$ cat src/rtl/tt_uio_bus_sched_if.sv
// ----------------------------------------------------------------------------
// tt_uio_bus_sched_if
// Bundles the signals between the uio bus scheduler, the two internal write
// requesters and the uio pad pins of the tile.
//
//   master modport : requester/pad side (drives requests, bytes, uio_in, ena)
//   slave  modport : the scheduler
//
//   ena      1  design enable
//   req      2  level request per requester, held for the whole burst
//   wdata0/1 8  write byte from requester 0 / 1
//   wvalid   2  wdataN valid
//   wready   2  byte accepted when wvalid[i] & wready[i]
//   grant    2  one-hot current owner, zero when the bus has no owner
//   uio_out  8  pad output data
//   uio_oe   8  pad output enable, all-ones or all-zeros
//   uio_in   8  pad input data
//   rdata    8  uio_in as last sampled while the bus was idle
//   busy     1  scheduler is not idle
// ----------------------------------------------------------------------------
interface tt_uio_bus_sched_if;
    logic       ena;
    logic [1:0] req;
    logic [7:0] wdata0;
    logic [7:0] wdata1;
    logic [1:0] wvalid;
    logic [1:0] wready;
    logic [1:0] grant;
    logic [7:0] uio_out;
    logic [7:0] uio_oe;
    logic [7:0] uio_in;
    logic [7:0] rdata;
    logic       busy;

    modport master (
        output ena, req, wdata0, wdata1, wvalid, uio_in,
        input  wready, grant, uio_out, uio_oe, rdata, busy
    );

    modport slave (
        input  ena, req, wdata0, wdata1, wvalid, uio_in,
        output wready, grant, uio_out, uio_oe, rdata, busy
    );
endinterface

$ cat src/rtl/tt_uio_bus_sched.sv
// ----------------------------------------------------------------------------
// tt_uio_bus_sched
// Round-robin scheduler for the shared 8-bit bidirectional uio pad bus. Two
// internal write requesters take turns driving the pads; whenever the bus is
// not owned, the pads are tristated and uio_in is sampled into rdata. Every
// release is followed by TURN tristate cycles plus one arbitration cycle, so
// two drivers can never overlap.
//
//   clk    clock
//   rst_n  asynchronous active-low reset
//   bus    scheduler side of tt_uio_bus_sched_if (see interface header)
//
// Parameters:
//   MAX_HOLD  consecutive OWN cycles allowed while the other side waits (>=2)
//   TURN      tristate turnaround cycles after each release (>=1)
// ----------------------------------------------------------------------------
module tt_uio_bus_sched #(
    parameter int MAX_HOLD = 16,
    parameter int TURN     = 1
) (
    input  logic              clk,
    input  logic              rst_n,
    tt_uio_bus_sched_if.slave bus
);

    localparam int HW = $clog2(MAX_HOLD);
    localparam int TW = (TURN > 1) ? $clog2(TURN) : 1;
    localparam logic [HW-1:0] HOLD_LAST = HW'(MAX_HOLD - 1);
    localparam logic [TW-1:0] TURN_LAST = TW'(TURN - 1);

    typedef enum logic [1:0] {
        ST_IDLE,
        ST_OWN,
        ST_TURN
    } state_e;

    state_e          state_q,   state_d;
    logic [1:0]      grant_q,   grant_d;
    logic            ptr_q,     ptr_d;      // requester favoured on a tie
    logic [HW-1:0]   hold_q,    hold_d;
    logic [TW-1:0]   turn_q,    turn_d;
    logic [7:0]      uio_out_q, uio_out_d;
    logic            uio_oe_q,  uio_oe_d;
    logic [7:0]      rdata_q,   rdata_d;
    logic [1:0]      wready;

    logic            owner;
    logic            release_now;
    logic [7:0]      owner_wdata;

    // Owner index follows the one-hot grant; only meaningful in OWN.
    assign owner       = grant_q[1];
    assign owner_wdata = owner ? bus.wdata1 : bus.wdata0;

    // Give up the bus when the owner stops asking, the design is disabled, or
    // the hold budget is spent while the other requester is waiting.
    assign release_now = (state_q == ST_OWN) &&
                         (!bus.req[owner] || !bus.ena ||
                          ((hold_q == HOLD_LAST) && bus.req[!owner]));

    always_comb begin
        // NOTE: every output of this block gets a default first, so no path
        // can leave a signal unassigned and infer a latch.
        state_d   = state_q;
        grant_d   = grant_q;
        ptr_d     = ptr_q;
        hold_d    = hold_q;
        turn_d    = turn_q;
        uio_out_d = uio_out_q;
        uio_oe_d  = uio_oe_q;
        rdata_d   = rdata_q;
        wready    = 2'b00;

        unique case (state_q)
            ST_IDLE: begin
                rdata_d = bus.uio_in;
                if (bus.ena && (bus.req != 2'b00)) begin
                    state_d   = ST_OWN;
                    uio_oe_d  = 1'b1;
                    uio_out_d = 8'h00;
                    hold_d    = '0;
                    if (bus.req == 2'b11) begin
                        grant_d = ptr_q ? 2'b10 : 2'b01;
                    end else begin
                        grant_d = bus.req;
                    end
                end
            end

            ST_OWN: begin
                if (release_now) begin
                    state_d   = ST_TURN;
                    grant_d   = 2'b00;
                    uio_oe_d  = 1'b0;
                    uio_out_d = 8'h00;
                    ptr_d     = !owner;
                    turn_d    = '0;
                end else begin
                    // grant_q is one-hot on the owner, so it is the ready mask.
                    wready = grant_q;
                    if (bus.wvalid[owner]) begin
                        uio_out_d = owner_wdata;
                    end
                    // Saturates: a lone requester keeps the bus indefinitely.
                    if (hold_q != HOLD_LAST) begin
                        hold_d = hold_q + 1'b1;
                    end
                end
            end

            ST_TURN: begin
                if (turn_q == TURN_LAST) begin
                    state_d = ST_IDLE;
                end else begin
                    turn_d = turn_q + 1'b1;
                end
            end

            default: state_d = ST_IDLE;
        endcase
    end

    // NOTE: state registers use non-blocking assignments so every flop samples
    // the values computed before the edge, independent of statement order.
    always_ff @(posedge clk or negedge rst_n) begin
        if (!rst_n) begin
            state_q   <= ST_IDLE;
            grant_q   <= 2'b00;
            ptr_q     <= 1'b0;
            hold_q    <= '0;
            turn_q    <= '0;
            uio_out_q <= 8'h00;
            uio_oe_q  <= 1'b0;
            rdata_q   <= 8'h00;
        end else begin
            state_q   <= state_d;
            grant_q   <= grant_d;
            ptr_q     <= ptr_d;
            hold_q    <= hold_d;
            turn_q    <= turn_d;
            uio_out_q <= uio_out_d;
            uio_oe_q  <= uio_oe_d;
            rdata_q   <= rdata_d;
        end
    end

    assign bus.wready  = wready;
    assign bus.grant   = grant_q;
    assign bus.uio_out = uio_out_q;
    assign bus.uio_oe  = {8{uio_oe_q}};
    assign bus.rdata   = rdata_q;
    assign bus.busy    = (state_q != ST_IDLE);

endmodule

$ cat src/flat_wrapper.sv
// flat-port wrapper written by rule: the top's interface ports become plain ports
module tt_uio_bus_sched_flat 
#(
    parameter int MAX_HOLD = 16,
    parameter int TURN     = 1
)
  (clk, rst_n, bus_ena, bus_req, bus_wdata0, bus_wdata1, bus_wvalid, bus_uio_in, bus_wready, bus_grant, bus_uio_out, bus_uio_oe, bus_rdata, bus_busy);
  tt_uio_bus_sched_if bus_i ();
  input  logic clk;
  input  logic rst_n;
  input wire logic [$bits(bus_i.ena)-1:0] bus_ena;
  input wire logic [$bits(bus_i.req)-1:0] bus_req;
  input wire logic [$bits(bus_i.wdata0)-1:0] bus_wdata0;
  input wire logic [$bits(bus_i.wdata1)-1:0] bus_wdata1;
  input wire logic [$bits(bus_i.wvalid)-1:0] bus_wvalid;
  input wire logic [$bits(bus_i.uio_in)-1:0] bus_uio_in;
  output wire logic [$bits(bus_i.wready)-1:0] bus_wready;
  output wire logic [$bits(bus_i.grant)-1:0] bus_grant;
  output wire logic [$bits(bus_i.uio_out)-1:0] bus_uio_out;
  output wire logic [$bits(bus_i.uio_oe)-1:0] bus_uio_oe;
  output wire logic [$bits(bus_i.rdata)-1:0] bus_rdata;
  output wire logic [$bits(bus_i.busy)-1:0] bus_busy;
  assign bus_i.ena = bus_ena;
  assign bus_i.req = bus_req;
  assign bus_i.wdata0 = bus_wdata0;
  assign bus_i.wdata1 = bus_wdata1;
  assign bus_i.wvalid = bus_wvalid;
  assign bus_i.uio_in = bus_uio_in;
  assign bus_wready = bus_i.wready;
  assign bus_grant = bus_i.grant;
  assign bus_uio_out = bus_i.uio_out;
  assign bus_uio_oe = bus_i.uio_oe;
  assign bus_rdata = bus_i.rdata;
  assign bus_busy = bus_i.busy;
  tt_uio_bus_sched #(.MAX_HOLD(MAX_HOLD), .TURN(TURN)) u_core (.clk(clk), .rst_n(rst_n), .bus(bus_i));
endmodule
$ cat config.mk
export PLATFORM = sky130hd
export DESIGN_NAME = tt_uio_bus_sched_flat
export DESIGN_NICKNAME = d
export VERILOG_FILES = /design/src/rtl/tt_uio_bus_sched_if.sv /design/src/rtl/tt_uio_bus_sched.sv /design/src/flat_wrapper.sv
export SDC_FILE = /design/constraint.sdc
export NUM_CORES = 1
export LEC_CHECK = 0
export ABC_AREA = 1
export ABC_CLOCK_PERIOD_IN_PS = 2300
export BUFFER_PORTS_ARGS = -buffer_cell sky130_fd_sc_hd__buf_2
export CORE_ASPECT_RATIO = 0.9
export CORE_MARGIN = 8
export CORE_UTILIZATION = 26
export CTS_CLUSTER_DIAMETER = 100
export CTS_CLUSTER_SIZE = 25
export DETAILED_ROUTE_END_ITERATION = 8
export GPL_TIMING_DRIVEN = 0
export PLACE_DENSITY = 0.47
export SLEW_MARGIN = 20
export SYNTH_ARGS = -nofsm -noshare
export SYNTH_HDL_FRONTEND = slang
export SYNTH_SLANG_ARGS = --single-unit
$ cat constraint.sdc
create_clock -name clk -period 2.3 [get_ports clk]
set_input_delay 0 -clock clk [delete_from_list [all_inputs] [get_ports clk]]
set_output_delay 0 -clock clk [all_outputs]
set_load 0.02 [all_outputs]
==> out/metrics.cfg <==
[timing]
period_minus_slack_ps=1750
worstMarginPinSlew_ps=587
final-hold-violation-count=0
setup_violations=0
fmax_ghz=0.572
fin_crit_sh_pct=76.1
maxSlewViolCount=0
finClkSkew_ps=2.60
holdWs_ps=10.0
setup_tns_ps=0
rsz0062_at_grt=false
relSlewSlack_pct=60.8

[cells_and_area]
multiInputGateArea_um2=621
final_cell_mix=nand2_1 (69), buf_2 (60), dfrtp_1 (26), nand3_1 (12)
layout_commonest_cell=nand2_1
area_growth_pct=36.4
fillers=538
regArea_um2=651
final_area_um2=1910
nets=277
antenna_cells=0
layout-drive-gt1-share_pct=39.5

[grt]
grt_max_degree=27
overflow=0
grt_pass1_wl_um=6330
antenna_found_initial=0
grt_usage_pct=9.87
grt_pass1_vias=1320

[detailed_routing]
drtIter0Drc=68
drcViolationCount=0
wire_per_inst_um=12.3
ant_nets=0
wl_um=3820
avgViaCountPerCell=4.10
drtPass1Iterations=4
vias=1271

[power_and_ir_drop]
p_per_area_nw_per_um2=1110
power.leakage_uw=0.00108
peakVddDrop_uv=529

[placement]
dp_hpwl_um=2880
io_buffer_count=59
placed_cell_area_um2=1780
gp_congestion=0.795

[logic_synthesis]
avgSynthCellArea_um2=8.16
syn_inst=172
yosysSeqAreaShare_pct=46.3
syn_nets=204
yosysWarningCount=0
synth-seq-cells=26
netlist_area_um2=1400
synth_cell_type_count=21

[clock_network]
clock-root-buffer=clkbuf_8
cts_setup_buffers=0
clock_sinks=26
cts_buffers=3
cts_resized=0
clockBufferDepth=2
cts_tree=built
clk_pin_slew_ps=90
clk_latency_ps=270
htree_levels=1

[worst_setup_path]
crit_start=u_core.hold_q[0]
rrSetupSlack_ps=740
crit_required_ps=2300
crit_fanout=10
r2r-start=u_core.bus.grant[1]
cp_slowest_cell=dfrtp_1
crit_path_start_kind=flip-flop
cpMostUsedCell=nor2_1
cp-end-kind=output port
worstSetupPathType=flip-flop to output port
cp_cell_sequence=ha_1, nand2_1, nor2_1, nand2_2, nand3_2, buf_6, nor2_1, buf_2
worst-endpoint-arrival_ps=1750
slowest_delay_ps=420

[die]
start_util_pct=26.9
io_pins=60
die-area_um2=8010
rows=25
fp.coreArea_um2=5220
die-height_um=85.7
die_w_um=93.5

[min_path]
hold_start=bus_ena
hp-class=input port to flip-flop

[run_status]
status=finished, final reports clean

[job]
drv_cap=0

worst max-delay path: cells and delay by family (launching register included):
kind	cells	cell delay, ps
fa+ha+maj	1	220
simple gates	5	470
flops	1	420
buf+inv	2	360
cells by family (layout without fill, tap and decap cells):
| kind of cell | count (synthesis) | in the layout | share of synthesized area [%] |
|---|---|---|---|
| adder cells (fa/ha/maj) | 1 | 1 | 0.891 |
| multiplexers | 8 | 8 | 5.70 |
| flip-flops | 26 | 26 | 46.3 |
| AO/OA/AOI/OAI | 8 | 8 | 3.03 |
| buffers and inverters | 24 | 95 | 9.45 |
| AND/OR/NAND/NOR | 105 | 105 | 34.6 |
stage by stage:
stage / util [%] / setup slack (ps) / total power [uW] / std cells
after detailed placement: 34.1 / 738 / 1890 / 298
after CTS: 36.6 / 526 / 2160 / 310
after floorplan: - / 930 / 1510 / 172
final: 36.6 / 551 / 2120 / 310
after global routing: 36.6 / 407 / 2300 / 310
after global placement: 34.1 / 735 / 1880 / 298
area by class of cell:
| type | instances | area share, % |
|---|---|---|
| Multi-Input combinational cell | 122 | 32.4 |
| Clock buffer | 3 | 2.16 |
| Tap cell | 67 | 4.38 |
| Timing Repair Buffer | 68 | 20.1 |
| Inverter | 13 | 2.55 |
| Buffer | 11 | 4.38 |
| Sequential cell | 26 | 34.0 |
synthesized netlist by cell type:
| library cell | count | area (um^2) |
|---|---|---|
| a21oi_1 | 2 | 10.0 |
| buf_2 | 1 | 5.00 |
| buf_4 | 9 | 67.6 |
| buf_6 | 1 | 11.3 |
| dfrtp_1 | 26 | 651 |
| ha_1 | 1 | 12.5 |
| inv_1 | 6 | 22.5 |
| inv_2 | 7 | 26.3 |
| mux2i_1 | 8 | 80.1 |
| nand2_1 | 69 | 259 |
| nand2_2 | 4 | 25.0 |
| nand3_1 | 12 | 60.1 |
| nand3_2 | 2 | 20.0 |
| nand4_4 | 1 | 21.3 |
| nor2_1 | 7 | 26.3 |
| nor2_2 | 7 | 43.8 |
| nor2_4 | 2 | 22.5 |
| nor3b_1 | 1 | 7.51 |
| o211ai_1 | 1 | 7.51 |
| o21ai_0 | 2 | 10.0 |
| o21ai_1 | 3 | 15.0 |
sequential cells by signal, summed over array words and instances (netlist names):
signal and count:
u_core.bus.rdata 8, u_core.uio_oe_q 1, u_core.ptr_q 1, u_core.bus.uio_out 8, u_core.hold_q 4, u_core.bus.grant 2
u_core.state_q 2
power breakdown:
group          internal [uW]  switching [uW]
clock                    118             142
combinational            422             727
sequential               600             116
total                   1140             985
what timing repair did:
item	in CTS	in global routing
hold buffers	9	0
endpoints found under the hold margin	34	0
endpoints found under the setup margin	0	0
final timing paths:
kind                       cells past startpoint                     to
max                                            8          bus_wready[0]
min                                            3      u_core.state_q[0]
max reg2reg                                    5  u_core.bus.uio_out[1]
min reg2reg                                    2    u_core.bus.rdata[5]
max in group asynchronous                      2  u_core.bus.uio_out[4]
min in group asynchronous                      2        u_core.uio_oe_q
layer usage:
| layer | wire [um] | global-route usage, % |
|---|---|---|
| met5 | 0 | 0 |
| met4 | 38 | 2.63 |
| met3 | 384 | 3.40 |
| met2 | 1600 | 14.9 |
| met1 | 1800 | 12.9 |
Power figures use the tool's default switching activity.
